`src/rtl/pocket_arbiter.sv`:
```
// Pocketing detector: accumulates ball/hole overlap per frame, qualifies hits at frame start,
// and hands pocketing events one at a time to the game logic through a round-robin valid/ack arbiter.
module pocket_arbiter #(
   parameter int NUM_BALLS   = 16,
   parameter int ID_W        = 4,
   parameter int MIN_OVERLAP = 4
) (
   input  logic                 clk,
   input  logic                 resetN,
   input  logic                 startOfFrame,
   input  logic [NUM_BALLS-1:0] ballDrawingRequest,
   input  logic                 holeDrawingRequest,
   input  logic                 newRack,
   input  logic                 pocket_ack,
   output logic                 pocket_valid,
   output logic [ID_W-1:0]      pocket_id,
   output logic                 cue_scratch,
   output logic [NUM_BALLS-1:0] pocketed_mask,
   output logic [4:0]           balls_left,
   output logic                 all_pocketed
);

   localparam logic [2:0]     OVL_MAX = 3'd7;
   localparam logic [2:0]     OVL_MIN = 3'(MIN_OVERLAP);
   localparam logic [ID_W:0]  NUM_W   = (ID_W+1)'(NUM_BALLS);
   localparam logic [ID_W-1:0] LAST_ID = ID_W'(NUM_BALLS-1);
   localparam logic [ID_W-1:0] ONE_ID  = ID_W'(1);

   typedef enum logic {IDLE, OFFER} arbStateT;

   arbStateT                   stateReg;
   logic [NUM_BALLS-1:0][2:0]  ovlReg;
   logic [NUM_BALLS-1:0][2:0]  ovlNext;
   logic [NUM_BALLS-1:0]       pendingReg;
   logic [NUM_BALLS-1:0]       pendingNext;
   logic [NUM_BALLS-1:0]       overlapHit;
   logic [NUM_BALLS-1:0]       qualify;
   logic [NUM_BALLS-1:0]       ackHit;
   logic [ID_W-1:0]            rrPtrReg;
   logic                       offerAck;
   logic                       selFound;
   logic [ID_W-1:0]            selIdx;
   logic [ID_W:0]              cand;
   logic [4:0]                 leftCount;

   assign offerAck = (stateReg == OFFER) && pocket_ack;

   genvar gi;
   generate
      for (gi = 0; gi < NUM_BALLS; gi++) begin : gBall
         assign overlapHit[gi] = ballDrawingRequest[gi] & holeDrawingRequest & ~pocketed_mask[gi];
         assign qualify[gi]    = (ovlReg[gi] >= OVL_MIN) & ~pocketed_mask[gi];
         assign ackHit[gi]     = offerAck && (pocket_id == ID_W'(gi));

         // The frame-start pixel already belongs to the new frame, so it seeds the counter.
         assign ovlNext[gi] = startOfFrame ? {2'b00, overlapHit[gi]} :
                              (overlapHit[gi] && (ovlReg[gi] != OVL_MAX)) ? ovlReg[gi] + 3'd1 :
                              ovlReg[gi];

         // An ack on the same edge wins over a fresh qualification of that ball.
         assign pendingNext[gi] = ~ackHit[gi] & (pendingReg[gi] | (startOfFrame & qualify[gi]));
      end
   endgenerate

   always_ff @(posedge clk) begin
      if (!resetN || newRack) begin
         ovlReg     <= '0;
         pendingReg <= '0;
      end else begin
         ovlReg     <= ovlNext;
         pendingReg <= pendingNext;
      end
   end

   // First pending ball at or after the round-robin pointer, wrapping modulo NUM_BALLS.
   always_comb begin
      selFound = 1'b0;
      selIdx   = '0;
      cand     = '0;
      for (int k = 0; k < NUM_BALLS; k++) begin
         cand = {1'b0, rrPtrReg} + (ID_W+1)'(k);
         if (cand >= NUM_W) begin
            cand = cand - NUM_W;
         end
         if (!selFound && pendingReg[cand[ID_W-1:0]]) begin
            selFound = 1'b1;
            selIdx   = cand[ID_W-1:0];
         end
      end
   end

   always_ff @(posedge clk) begin
      if (!resetN) begin
         stateReg      <= IDLE;
         pocket_valid  <= 1'b0;
         pocket_id     <= '0;
         cue_scratch   <= 1'b0;
         pocketed_mask <= '0;
         rrPtrReg      <= '0;
      end else if (newRack) begin
         stateReg      <= IDLE;
         pocket_valid  <= 1'b0;
         cue_scratch   <= 1'b0;
         pocketed_mask <= '0;
         rrPtrReg      <= '0;
      end else begin
         cue_scratch <= 1'b0;
         case (stateReg)
            IDLE: begin
               if (selFound) begin
                  pocket_id    <= selIdx;
                  pocket_valid <= 1'b1;
                  stateReg     <= OFFER;
               end
            end
            OFFER: begin
               if (pocket_ack) begin
                  pocket_valid <= 1'b0;
                  stateReg     <= IDLE;
                  rrPtrReg     <= (pocket_id == LAST_ID) ? '0 : pocket_id + ONE_ID;
                  // The cue ball respawns, so it only raises a scratch pulse.
                  if (pocket_id == '0) begin
                     cue_scratch <= 1'b1;
                  end else begin
                     pocketed_mask <= pocketed_mask | ackHit;
                  end
               end
            end
            default: stateReg <= IDLE;
         endcase
      end
   end

   always_comb begin
      leftCount = 5'(NUM_BALLS-1);
      for (int i = 1; i < NUM_BALLS; i++) begin
         leftCount = leftCount - 5'(pocketed_mask[i]);
      end
   end

   assign balls_left   = leftCount;
   assign all_pocketed = (leftCount == 5'd0);

endmodule
```
`config.mk`:
```
export PLATFORM = sky130hd
export DESIGN_NAME = pocket_arbiter
export DESIGN_NICKNAME = d
export VERILOG_FILES = /design/src/rtl/pocket_arbiter.sv
export SDC_FILE = /design/constraint.sdc
export NUM_CORES = 1
export LEC_CHECK = 0
export ABC_CLOCK_PERIOD_IN_PS = 6190
export CAP_MARGIN = 20
export CORE_ASPECT_RATIO = 0.7
export CORE_MARGIN = 2
export CORE_UTILIZATION = 45
export CTS_CLUSTER_DIAMETER = 200
export DETAILED_ROUTE_END_ITERATION = 10
export PLACE_DENSITY = 0.74
export SYNTH_ARGS = -nofsm -noshare
export SYNTH_HDL_FRONTEND = slang
export SYNTH_SLANG_ARGS = --single-unit
```
`constraint.sdc`:
```
create_clock -name clk -period 6.19 [get_ports clk]
set_input_delay 0.9285 -clock clk [delete_from_list [all_inputs] [get_ports clk]]
set_output_delay 0.9285 -clock clk [all_outputs]
set_load 0.005 [all_outputs]
```
==> metrics.cfg, run 1 <==
[route]
post_drt_wl_per_cell_um=17.11
post-route-drc-count=0
wl_um=16630
routed_via_density=5.838
drtAntennaViolNets=0
vias=5675
dr.pass1.iters=5
first_iter_violations=648

[finish]
fin_util_pct=53.43
stdcell_count=972
antenna_cells=0
areaGrowthSynthToFinish_pct=14.21
design_area_um2=7533
final_nets=861
drive_gt1_share_pct=11.89

[grt]
use_met3_pct=5.671
grt_util_all_layers_pct=22.04
grt_max_degree=57
grt_pass1_wl_um=27620
use_met2_pct=30.92
antenna_found_initial=0
grt.busiest_layer=met1
first_global_vias=5188
grt_use_met1_pct=34.22
globalRoute.totalOverflow=0

[logic_synthesis]
yosysUniqueCellTypes=74
synth_nets=827
ys_seq_elements=91
syn_area_um2=6596
synth-edff-count=0
synth_warnings=0
synth-seq-area-share_pct=27.62
synth_cells=743
synthFlopType=dfxtp_1
avgSynthCellArea_um2=8.878
async_flop_share_pct=0

[die]
dieWidth_um=148.7
core-area_um2=14100
rows=36
ios=50
start_util_pct=46.79
die_area_um2=15660
fp.dieH_um=105.3

[power_and_ir_drop]
power_frac_clock_pct=46.3
cell_internal_pwr_mw=0.9432
pwr-share-comb_pct=4.8
power_density_nw_per_um2=160.6
p_sw_mw=0.2665
ir_drop_uv=126.7
swShare_pct=22.03
p_leak_nw=2.877
p_seq_share_pct=48.9

[critical_path]
worstPathArrival_ps=4970
cpMostUsedCell=fa_1
critPathTopFamily=adder cells
crit_chain=inv_1 -> fa_1 -> ha_1 -> inv_1 -> fa_1 -> inv_1 -> fa_1 -> fa_1 -> fa_1 -> ha_1 -> or4_1 -> nor2_1 -> clkdlybuf4s50_1
critPathLaunchType=flip-flop
r2r_end=pocket_id[3]
crit_slowest_cell=fa_1
worst_ep_required_time_ps=5260
cp.buffers_inverters=4
crit_path_max_fanout=5
slowest_delay_ps=560
worst_r2r_startpoint=rrPtrReg[0]
rr_worst_depth=12
r2r_setup_slack_ps=1810
crit_type=flip-flop to output port
setup.worst_path.end_class=output port

[clock_tree]
clk_pin_slew_ps=70
cts_tree=yes
cts_buffers=9
cts_setup_buffers=0
cts_hold_buf=0
cts.path.max_buffers=2
clk_root_buffer_cell=clkbuf_16
cts-resized-gates=0
htree_levels=3
cts.sinks=91
clkLatencyLatePin_ps=340

[worst_hold_path]
min_path_cells=2
holdPathEnd=pocketed_mask[0]
hold_path_class=flip-flop to flip-flop
hp-start=pocketed_mask[0]

[flow_run]
max-cap-violations=0

[sta]
finalHoldViolCount=0
setup_viol=0
relSlewSlack_pct=32.88
worstMarginPinSlew_ps=1005
fin_setup_tns_ps=0
rsz0062_at_grt=false
drv_slew=0
layout_setup_ws_ps=296.2
finalClockSkew_ps=10.36
finalCritPeriodShare_pct=95.21
fmax_mhz=169.7
layout_min_cycle_time_ps=5894

[place]
dpl_cell_area_um2=7228
place_ws_ps=644.3
placement.io_buffers=49
gp_congestion=0.9372
dp_hpwl_um=12370
dp.cells=956

[run_status]
status=complete, no violations

## through the flow
step	power, mW	hold WS, ps
detailed placement	0.6631	480.6
CTS	1.224	490.1
floorplan	0.6394	464.4
finish	1.210	488.4
global route	1.248	511.6
global placement	0.6623	476.5
## sequential cells by signal, summed over array words and instances (netlist names)
register / cells
ovlReg: 48
cue_scratch: 1
pocketed_mask: 16
rrPtrReg: 4
stateReg: 1
pocket_valid: 1
pocket_id: 4
pendingReg: 16
## worst max-delay path by stage
| stage | from | to | slack (ps) | cells after the start |
|---|---|---|---|---|
| after floorplan | pocketed_mask[4] | all_pocketed | 1360 | 12 |
| after global placement | pocketed_mask[4] | all_pocketed | 710 | 13 |
| after detailed placement | pocketed_mask[4] | all_pocketed | 640 | 13 |
| after CTS | pocketed_mask[5] | all_pocketed | 280 | 13 |
| after global routing | pocketed_mask[5] | all_pocketed | 70 | 13 |
| final | pocketed_mask[5] | all_pocketed | 300 | 13 |
## cell type report
class,instances,area (um^2)
clock buffer,12,246.5
clock inverter,4,58.81
fill,1277,6565
inverter,39,146.4
multi-input combinational,578,4464
sequential,91,1822
tap,190,237.7
timing repair buffer,58,558.0
## Yosys cell counts, drive strengths merged, types with 5 or more instances
cell type	n	area share, %
nand2b	5	0.47
ha	52	9.9
inv	38	2.2
mux4	27	9.4
nor3	40	3.2
mux2i	54	8.4
nor2	120	6.8
nand2	57	3.4
mux2	13	2.2
buf	14	1.3
dfxtp	91	28
or3b	16	2.1
nand3	10	0.76
nor2b	5	0.47
xnor2	6	1.1
and2	5	0.47
fa	10	3.0
clkbuf	21	1.2
a31oi	17	1.6
o21ai	33	2.5
a21oi	40	3.1
## power groups by stage
stage               Sequential, mW  Combinational (mW)  Clock [mW]
floorplan                    0.604              0.0355           0
global placement             0.604              0.0578           0
detailed placement           0.605              0.0584           0
CTS                          0.591              0.0588       0.574
global route                 0.592              0.0650       0.591
finish                       0.591              0.0586       0.560
## logic make-up after synthesis
| family | share of synthesized area (%) |
|---|---|
| buf+inv | 4.742 |
| flops | 27.62 |
| fa+ha+maj | 12.90 |
| compound gates | 12.65 |
| xor+xnor | 1.783 |
| mux | 20.05 |
| simple gates | 20.26 |
## routing by layer
metal  vias to the layer above  wire length (um)  part of all wire, %
li1                       2743                 -                    -
met1                      2678              8112                   49
met2                       241              6668                   40
met3                        13              1740                   10
met4                         0               109                 0.66
met5                         -                 0                    0
## worst register-to-register path, delay by kind of cell, from the launching register on
kind	cells	cell delay [ps]
compound gates	2	350
simple gates	4	1410
mux	3	1150
buf+inv	2	260
fa+ha+maj	1	790
flops	1	360
## cell usage in the layout (no fill, tap or decap), types with 24 or more instances in the layout
cell,Yosys,layout
nor2_1,120,120
dfxtp_1,91,91
nand2_1,56,56
mux2i_1,52,52
ha_1,52,52
clkdlybuf4s50_1,0,49
nor3_1,39,39
a21oi_1,39,39
inv_1,38,38
o21ai_0,31,31
mux4_2,24,24
(Power assumes the default switching activity.)
==> run 2, diff against run 1 <==
--- a/config.mk
+++ b/config.mk
@@ -6,7 +6,7 @@
 export NUM_CORES = 1
 export LEC_CHECK = 0
 export ABC_CLOCK_PERIOD_IN_PS = 6190
-export CAP_MARGIN = 20
+export CAP_MARGIN = 5
 export CORE_ASPECT_RATIO = 0.7
 export CORE_MARGIN = 2
 export CORE_UTILIZATION = 45
==> results of run 2 <==
Same layout as run 1: the final DEF is identical, and so are final timing and power.
